--- config.mk ---
export PLATFORM = sky130hd
export DESIGN_NAME = fl_checkpoint_ctrl
export DESIGN_NICKNAME = d
export VERILOG_FILES = /design/src/rtl/fl_checkpoint_ctrl.sv
export SDC_FILE = /design/constraint.sdc
export NUM_CORES = 1
export LEC_CHECK = 0
export BUFFER_PORTS_ARGS = -buffer_cell sky130_fd_sc_hd__buf_4
export CORE_MARGIN = 5
export CORE_UTILIZATION = 50
export DETAILED_ROUTE_END_ITERATION = 10
export PLACE_DENSITY = 0.78
export SLEW_MARGIN = 40
export SYNTH_ARGS = -nofsm -noshare
export SYNTH_HDL_FRONTEND = slang
export SYNTH_SLANG_ARGS = --single-unit
export TNS_END_PERCENT = 100
--- constraint.sdc ---
create_clock -name clock -period 10.34 [get_ports clock]
set_input_delay 0.517 -clock clock [delete_from_list [all_inputs] [get_ports clock]]
set_output_delay 0.517 -clock clock [all_outputs]
set_load 0.02 [all_outputs]
--- src/rtl/fl_checkpoint_ctrl.sv ---
// fl_checkpoint_ctrl
//   Branch-checkpoint controller for the integer physical-register free list.
//   It keeps a mirror of the free list's busy vector (1 = busy, bit 0 always
//   busy). On request it snapshots that mirror into a ring of checkpoint
//   slots. Branch resolution either retires a slot (correct) or rolls back to
//   it (mispredict). A rollback drives recover/recover_fl so the free list
//   reloads on the same edge.
//
// Ports
//   clock, reset        : single clock, asynchronous active-high reset
//   alloc_valid/idx     : PRFs granted by the free list this cycle, one per lane
//   free_valid/idx      : PRFs released at commit this cycle, one per lane
//   ckpt_req            : rename group contains a branch
//   ckpt_ready/ckpt_tag : slot available / tag granted (tail slot)
//   resolve_valid/tag/mispredict : branch resolution
//   recover, recover_fl : restore strobe and restored busy vector
//   ckpt_count          : live span between head and tail
module fl_checkpoint_ctrl #(
  parameter  int PRF_SIZE     = 64,
  parameter  int RENAME_WIDTH = 4,
  parameter  int CKPT_NUM     = 4,
  localparam int IDX_W        = $clog2(PRF_SIZE),
  localparam int TAG_W        = $clog2(CKPT_NUM)
) (
  input  logic                          clock,
  input  logic                          reset,
  input  logic [RENAME_WIDTH-1:0]       alloc_valid,
  input  logic [RENAME_WIDTH*IDX_W-1:0] alloc_idx,
  input  logic [RENAME_WIDTH-1:0]       free_valid,
  input  logic [RENAME_WIDTH*IDX_W-1:0] free_idx,
  input  logic                          ckpt_req,
  output logic                          ckpt_ready,
  output logic [TAG_W-1:0]              ckpt_tag,
  input  logic                          resolve_valid,
  input  logic [TAG_W-1:0]              resolve_tag,
  input  logic                          resolve_mispredict,
  output logic                          recover,
  output logic [PRF_SIZE-1:0]           recover_fl,
  output logic [TAG_W:0]                ckpt_count
);

  localparam logic [PRF_SIZE-1:0] X0_BUSY = {{(PRF_SIZE-1){1'b0}}, 1'b1};

  logic [PRF_SIZE-1:0] mirror;
  logic [PRF_SIZE-1:0] snap [CKPT_NUM];
  logic [CKPT_NUM-1:0] live;
  logic [TAG_W:0]      head;
  logic [TAG_W:0]      tail;

  logic [PRF_SIZE-1:0] free_mask;
  logic [PRF_SIZE-1:0] alloc_mask;
  logic [PRF_SIZE-1:0] mirror_nx;
  logic [TAG_W-1:0]    head_low;
  logic [TAG_W-1:0]    tail_low;
  logic                full;
  logic [TAG_W:0]      occupancy;
  logic                mispredict_hit;
  logic                correct_hit;
  logic                grant;
  logic                reclaim;
  logic [TAG_W-1:0]    tag_off;
  logic [TAG_W-1:0]    slot_off;
  logic [TAG_W:0]      rollback_tail;
  logic [CKPT_NUM-1:0] kill;
  logic [CKPT_NUM-1:0] live_nx;

  // Lane masks; duplicate indices simply set the same bit twice.
  always_comb begin
    free_mask  = '0;
    alloc_mask = '0;
    for (int l = 0; l < RENAME_WIDTH; l++) begin
      if (free_valid[l])  free_mask[free_idx[l*IDX_W +: IDX_W]]   = 1'b1;
      if (alloc_valid[l]) alloc_mask[alloc_idx[l*IDX_W +: IDX_W]] = 1'b1;
    end
  end

  // Frees first, then allocations; x0 can never become free.
  assign mirror_nx = (mirror & ~free_mask) | alloc_mask | X0_BUSY;

  assign head_low  = head[TAG_W-1:0];
  assign tail_low  = tail[TAG_W-1:0];
  assign full      = (head_low == tail_low) && (head[TAG_W] != tail[TAG_W]);
  assign occupancy = tail - head;

  assign mispredict_hit = resolve_valid &  resolve_mispredict & live[resolve_tag];
  assign correct_hit    = resolve_valid & ~resolve_mispredict & live[resolve_tag];

  assign ckpt_ready = !full && !mispredict_hit;
  assign ckpt_tag   = tail_low;
  assign ckpt_count = occupancy;
  assign grant      = ckpt_req && ckpt_ready;

  // Reclaim looks at the registered live bits, so a head slot resolved this
  // cycle is popped on the following edge.
  assign reclaim = (head != tail) && !live[head_low];

  assign recover    = mispredict_hit;
  assign recover_fl = mispredict_hit ? ((snap[resolve_tag] & ~free_mask) | X0_BUSY)
                                     : mirror;

  // A live tag always lies in [head, tail), so its distance from head
  // rebuilds the full pointer including the wrap bit.
  assign tag_off       = resolve_tag - head_low;
  assign rollback_tail = head + {1'b0, tag_off};

  // Slots at or beyond the mispredicted tag (in ring order from head) are
  // the wrong-path checkpoints.
  always_comb begin
    kill     = '0;
    slot_off = '0;
    for (int i = 0; i < CKPT_NUM; i++) begin
      slot_off = TAG_W'(i) - head_low;
      kill[i]  = mispredict_hit && (slot_off >= tag_off) &&
                 ({1'b0, slot_off} < occupancy);
    end
  end

  always_comb begin
    live_nx = live;
    if (correct_hit) live_nx[resolve_tag] = 1'b0;
    live_nx = live_nx & ~kill;
    if (grant) live_nx[tail_low] = 1'b1;
  end

  always_ff @(posedge clock or posedge reset) begin
    if (reset) begin
      mirror <= X0_BUSY;
      live   <= '0;
      head   <= '0;
      tail   <= '0;
    end else begin
      mirror <= mispredict_hit ? recover_fl : mirror_nx;
      live   <= live_nx;
      if (reclaim) head <= head + 1'b1;
      if (mispredict_hit) tail <= rollback_tail;
      else if (grant)     tail <= tail + 1'b1;
    end
  end

  // Committed frees are applied to every snapshot so they survive a restore.
  always_ff @(posedge clock or posedge reset) begin
    if (reset) begin
      for (int i = 0; i < CKPT_NUM; i++) snap[i] <= X0_BUSY;
    end else begin
      for (int i = 0; i < CKPT_NUM; i++) begin
        if (grant && (tail_low == TAG_W'(i))) snap[i] <= mirror_nx;
        else                                  snap[i] <= snap[i] & ~free_mask;
      end
    end
  end

endmodule

-- After elaboration in Yosys (flattened, before gate mapping)
Cells that the tools add are included.
W data, S select, Z words.
- bits in registers: 330
- latch bits: 0
- bits in writable memories: 0
- ROM bits: 0
- input bits: 63
- memories kept: 0
- add/sub/neg operators: 9
- multipliers: 0
- div/mod/pow operators: 0
- $lt $le $gt $ge: 30
- eq/ne operators: 6
- shifts and indexed selects: 0
- mux-type cells: 45
- bitwise operators: 25
- reductions and logical operators: 31
- operators with widths (kind ; count):
    $mux W64 ; 16
    $or A64 B64 Y64 ; 7
    $and A64 B64 Y64 ; 6
    $bmux W64 S2 ; 1
    $not A64 Y64 ; 1
    $lt A6 B7 Y1 const B ; 8
    $demux W1 S6 ; 8
    $ge A6 B1 Y1 const B ; 8
    $logic_and A1 B1 Y1 ; 26
    $lt A2 B3 Y1 ; 4
    $mux W1 ; 12
    $lt A2 B3 Y1 const B ; 3
    $and A4 B4 Y4 ; 2
    $ge A2 B2 Y1 ; 4
    $mux W4 ; 2
    $not A4 Y4 ; 2
    $add A3 B1 Y3 const B ; 2
    $mux W3 ; 2
    $and A1 B1 Y1 ; 4
    $bmux W1 S2 ; 2
    $demux W1 S2 ; 2
    $eq A2 B2 Y1 const B ; 2
    $ge A2 B1 Y1 const B ; 2
    $or A4 B4 Y4 ; 1
    other kinds (15) ; 19

-- Logic depth before layout (Yosys ltp)
- depth in word-level cells: 15
- gate-level depth with buffers: 13
- mapped depth without buffers: 10

-- Worst setup path before layout
Ideal clock, no wire load.
- path kind: input port to flip-flop
- start: input resolve_tag[0]
- end: register live[3]
- library setup time: 0.139 ns
- data arrival time: 2.878 ns
- required time: 10.201 ns
- slack: 7.322 ns
- stages on the path: 13
- path buffers: 3
- cells stage by stage: buf_2 > buf_2 > buf_2 > inv_1 > ha_1 > fa_1 > inv_1 > ha_1 > inv_1 > o22ai_1 > a22oi_1 > o21ai_0 > nand3_1
- longest elaborated chain between the ends: 10
- elaborated cells on any way between the ends: 23
- ends and longest elaborated chain (what ; RTL line ; source):
    start: declaration ; 35 ; input logic [TAG_W-1:0] resolve_tag,
    $lt A2 B3 Y1 (implied by the code) / $ge A2 B1 Y1 (equally long branches) ; 120 ; if (correct_hit) live_nx[resolve_tag] = 1'b0;
    $logic_and A1 B1 Y1 (implied by the code) ; 120 ;
    $mux W1 (implied by the code) ; 120 ;
    $demux W1 S2 ; 120 ;
    $not A4 Y4 (no source line) ; n/a ;
    $and A4 B4 Y4 (no source line) ; n/a ;
    $mux W4 ; 120 ;
    $and A4 B4 Y4 ; 121 ; live_nx = live_nx & ~kill;
    $or A4 B4 Y4 (no source line) ; n/a ;
    $mux W4 * ; 122 ; if (grant) live_nx[tail_low] = 1'b1;
    net live_nx[3] ; 65 ; logic [CKPT_NUM-1:0] live_nx;
    end signal: assignment ; 133 ; live <= live_nx;
    end: declaration ; 46 ; logic [CKPT_NUM-1:0] live;
Mark *: on every way through the listed nets, which the timed path passes. The rest lies on a longest branch. The select of a mux whose other input is x is not followed.
A chain may end at the register's enable or synchronous reset.

-- Final worst setup path
- start: input resolve_tag[0]
- end: output recover_fl[46]
- longest elaborated chain between the ends: 6
- elaborated cells on any way between the ends: 9
- ends and longest elaborated chain (what ; RTL line ; source):
    $not A2 Y3 (implied by the code) ; 98 ; assign recover_fl = mispredict_hit ? ((snap[resolve_tag] & ~free_mask) | X0_BUSY)
    $bmux W64 S2 ; 98 ;
    $mux W64 (implied by the code) (2 in series) ; 98 ;
    $and A64 B64 Y64 ; 98 ;
    $mux W64 * ; 98 ;
    end: declaration ; 38 ; output logic [PRF_SIZE-1:0] recover_fl,
Every way passes the cells marked *; elsewhere a longest branch is shown, timed or not. The select of a mux whose other input is x is not followed.

==> run_results.csv <==
group,metric,value,unit
run_status,status,"completed",
place,port_buffers,133,
synth,synth_area_leaders,"dfrtp_1 40%, nand3_1 8.1%, mux4_2 7.0%",
floorplanning,die_width,212,um
clock_tree,cts_tree,"done",
global_routing,grt_pass1_wl,114000,um
route,routedWlPerCell,27.6,um
setup_path,crit_arrival,4100,ps
setup_path,critical-path-max-stage-delay,700,ps
setup_path,cp.required,9820,ps
setup_path,cp-end-kind,"output port",
synth,synth_fp_nets,2204,
sta,skew,17.9,ps
finish,synthToLayoutAreaGrowth,11.2,%
sta,worst_slew_margin_rel,0.356,
route,drt-pass1-iter-count,6,
setup_path,crit_chain,"buf_4, mux4_2, nand3_4, clkinv_2, buf_6, mux2_2, buf_4",
setup_path,crit_top_cell,"buf_4",
global_routing,grt-ovfl-total,0,
clock_tree,cts_setup_buffers,0,
global_routing,antenna_found_initial,0,
route,drc_errors,0,
floorplanning,core_area,40700,um^2
global_routing,grt_pass1_vias,18435,
setup_path,worst-path-max-fanout,74,
clock_tree,cts_buffer_depth,3,
synth,synth_edf_count,0,
sta,tightest_slew,953,ps
synth,ys.warnings.count,0,
sta,fin_crit,4620,ps
clock_tree,cts_resized,0,
floorplanning,core.rowCount,74,
synth,syn_area,20500,um^2
sta,holdWs,72.1,ps
setup_path,reg2reg_slack,6990,ps
route,routed_wl,74500,um
setup_path,startpoint_type,"input pin",
global_routing,grt_max_degree,108,
synth,ys.flop_type,"dfrtp_1",
pwr,p_leak,9.31,nW
clock_tree,cts_buffers,36,
pwr,peakVddDrop,0.167,mV
floorplanning,die-area,45100,um^2
floorplanning,dieHeight,212,um
finish,drive_gt1_frac,0.195,
floorplanning,io_pins,134,
flow_run,maxCapViolCount,0,
clock_tree,holdBufCountCts,0,
finish,antenna_cells,0,
sta,fin_tns_setup,0,ps
synth,synth_async_sr_flop_share,1.00,
sta,hold_viol,0,
clock_tree,clk_pin_slew,70,ps
synth,synth_seq_cells,326,
sta,setup_viol,0,
sta,fmax,216,MHz
route,first_iter_violations,2519,
setup_path,critPathCapture,"recover_fl[46]",
clock_tree,clkLatencyLatePin,560,ps
synth,syn_area_per_cell,9.67,um^2
setup_path,slowest_stage,"clkinv_2",
synth,ys_seq_area_frac,0.398,
synth,ys_types,97,
synth,synth_top_area_frac,0.397,
route,antenna_left,0,
clock_tree,cts_root_buf,"clkbuf_16",
route,vias,19268,
min_path,hp-class,"in2async",
finish,finish.net_count,2220,
setup_path,crit_type,"in2out",
place,dp_hpwl,51800,um
pwr,power_density,257,nW/um^2
route,viasPerCell,7.15,
clock_tree,clock_sinks,326,
synth,yosysTopAreaCell,"dfrtp_1",
setup_path,cp-startpoint,"resolve_tag[0]",
global_routing,track_usage,0.325,
setup_path,r2r_cells,6,
sta,final_max_slew_viol_count,0,
setup_path,crit-reg2reg-launch,"live[0]",
floorplanning,initial_core_util,0.503,
clock_tree,htree_num_levels,2,
place,place_congestion,1.04,
sta,min_period_over_period,0.447,
setup_path,reg2reg_to,"snap[3]",
synth,synthCells,2120,
sta,rsz0062_at_grt,"false",
layout make-up:
| cell class | instances | area (um^2) |
|---|---|---|
| timing repair buffer | 158 | 1280 |
| tap | 532 | 666 |
| fill | 3578 | 18000 |
| multi-input combinational | 1584 | 11400 |
| sequential | 326 | 8160 |
| inverter | 30 | 121 |
| clock buffer | 57 | 1060 |
| clock inverter | 9 | 83.8 |
how the worst min path moves through the flow:
stage / startpoint / to / slack (ps) / cells after the start
final: reset / snap[219] / 70 / 2
after global routing: reset / snap[155] / 110 / 2
after CTS: reset / snap[27] / 80 / 2
after detailed placement: snap[68] / snap[68] / 480 / 2
after global placement: snap[16] / snap[16] / 480 / 2
after floorplan: snap[100] / snap[100] / 460 / 2
cell families after synthesis:
| group | after synthesis | share of synthesized area |
|---|---|---|
| buffers and inverters | 210 | 0.0494 |
| AOI/OAI and AO/OA | 657 | 0.221 |
| xor gates and xnor gates | 8 | 0.00342 |
| and+or+nand+nor | 829 | 0.242 |
| adders and majority gates | 21 | 0.0139 |
| other | 1 | 0.000183 |
| muxes | 68 | 0.0723 |
| DFF | 326 | 0.398 |
worst max-delay path, delay by kind of cell:
kind	cells	cell delay [ps]
buffers and inverters	4	1820
multiplexers	2	1010
AND/OR/NAND/NOR	1	620
layout by cell type, fill, tap and decap left out, types with 8 or more instances in the layout:
master,Yosys,routed
nor4bb_1,13,8
o21ai_1,166,166
a211oi_2,22,23
nand4_1,10,10
a22o_1,15,15
o22ai_1,85,85
nand4b_1,24,24
inv_1,30,28
nand3b_1,35,35
clkbuf_1,85,14
a211oi_1,10,9
and4b_1,8,8
dfrtp_1,325,325
or3b_2,17,17
clkbuf_16,0,37
buf_4,9,144
nor3b_2,5,9
ha_1,18,18
nor2b_1,10,10
nand4bb_1,10,10
a221oi_2,30,29
nand2_1,168,168
nor3_1,11,10
a22oi_1,25,25
nor4b_1,12,11
and3b_1,16,16
a21oi_1,59,59
o211ai_1,11,11
nor3b_1,25,21
and3_1,16,16
nand3_1,333,333
nor2_1,54,54
mux4_2,64,64
o21ai_0,140,140
o221ai_1,12,12
a21oi_2,8,8
flip-flops by register name (all words and copies together), names as in the netlist:
name and count:
live 4, tail 3, head 3, snap 252
mirror 64
per-layer routing:
| layer | up-vias | share of wire | global-route usage |
|---|---|---|---|
| met4 | 0 | 0.050 | 0.141 |
| met1 | 9596 | 0.39 | 0.439 |
| met5 | - | 0 | 0 |
| met2 | 1189 | 0.44 | 0.481 |
| met3 | 257 | 0.12 | 0.109 |
| li1 | 8226 | - | - |
synth_stat cells (6+ instances only):
cell	instances
mux4_2	64
o221ai_1	12
or3b_2	17
a22o_1	15
buf_6	14
nand2_1	168
a211oi_2	22
nor3b_1	25
nor2_1	54
a221oi_2	30
inv_1	30
a21oi_1	59
nor4bb_1	13
and4b_1	8
a22oi_1	25
o21ai_1	166
clkbuf_1	85
ha_1	18
o21ai_0	140
nor4b_1	12
o2bb2ai_1	7
a221o_1	6
a21oi_2	8
nand4_1	10
nand3b_1	35
nand3_1	333
and4bb_2	7
and3b_1	16
nor2b_1	10
nand4bb_1	10
buf_2	68
o211ai_1	11
nor3_1	11
or4bb_1	6
a211oi_1	10
buf_4	9
dfrtp_1	325
nand4b_1	24
and3_1	16
o22ai_1	85
per-stage QoR:
step                worst slack, ps   util  cells  power [W]  area [um^2]
global route                   5500  0.559   2696    0.00623        22800
floorplan                       798      -   2120    0.00382        20500
detailed placement             5640  0.528   2625    0.00456        21500
finish                         5720  0.559   2696    0.00586        22800
CTS                            5620  0.556   2691    0.00585        22700
global placement               5690  0.525   2621    0.00445        21400
report_power, final:
part	switching (W)	total, W	internal (W)
clock network	0.000537	0.00127	0.000733
logic	0.00142	0.00239	0.000967
registers	0.000348	0.00220	0.00185
No activity file was read; power rests on OpenSTA's default activity.
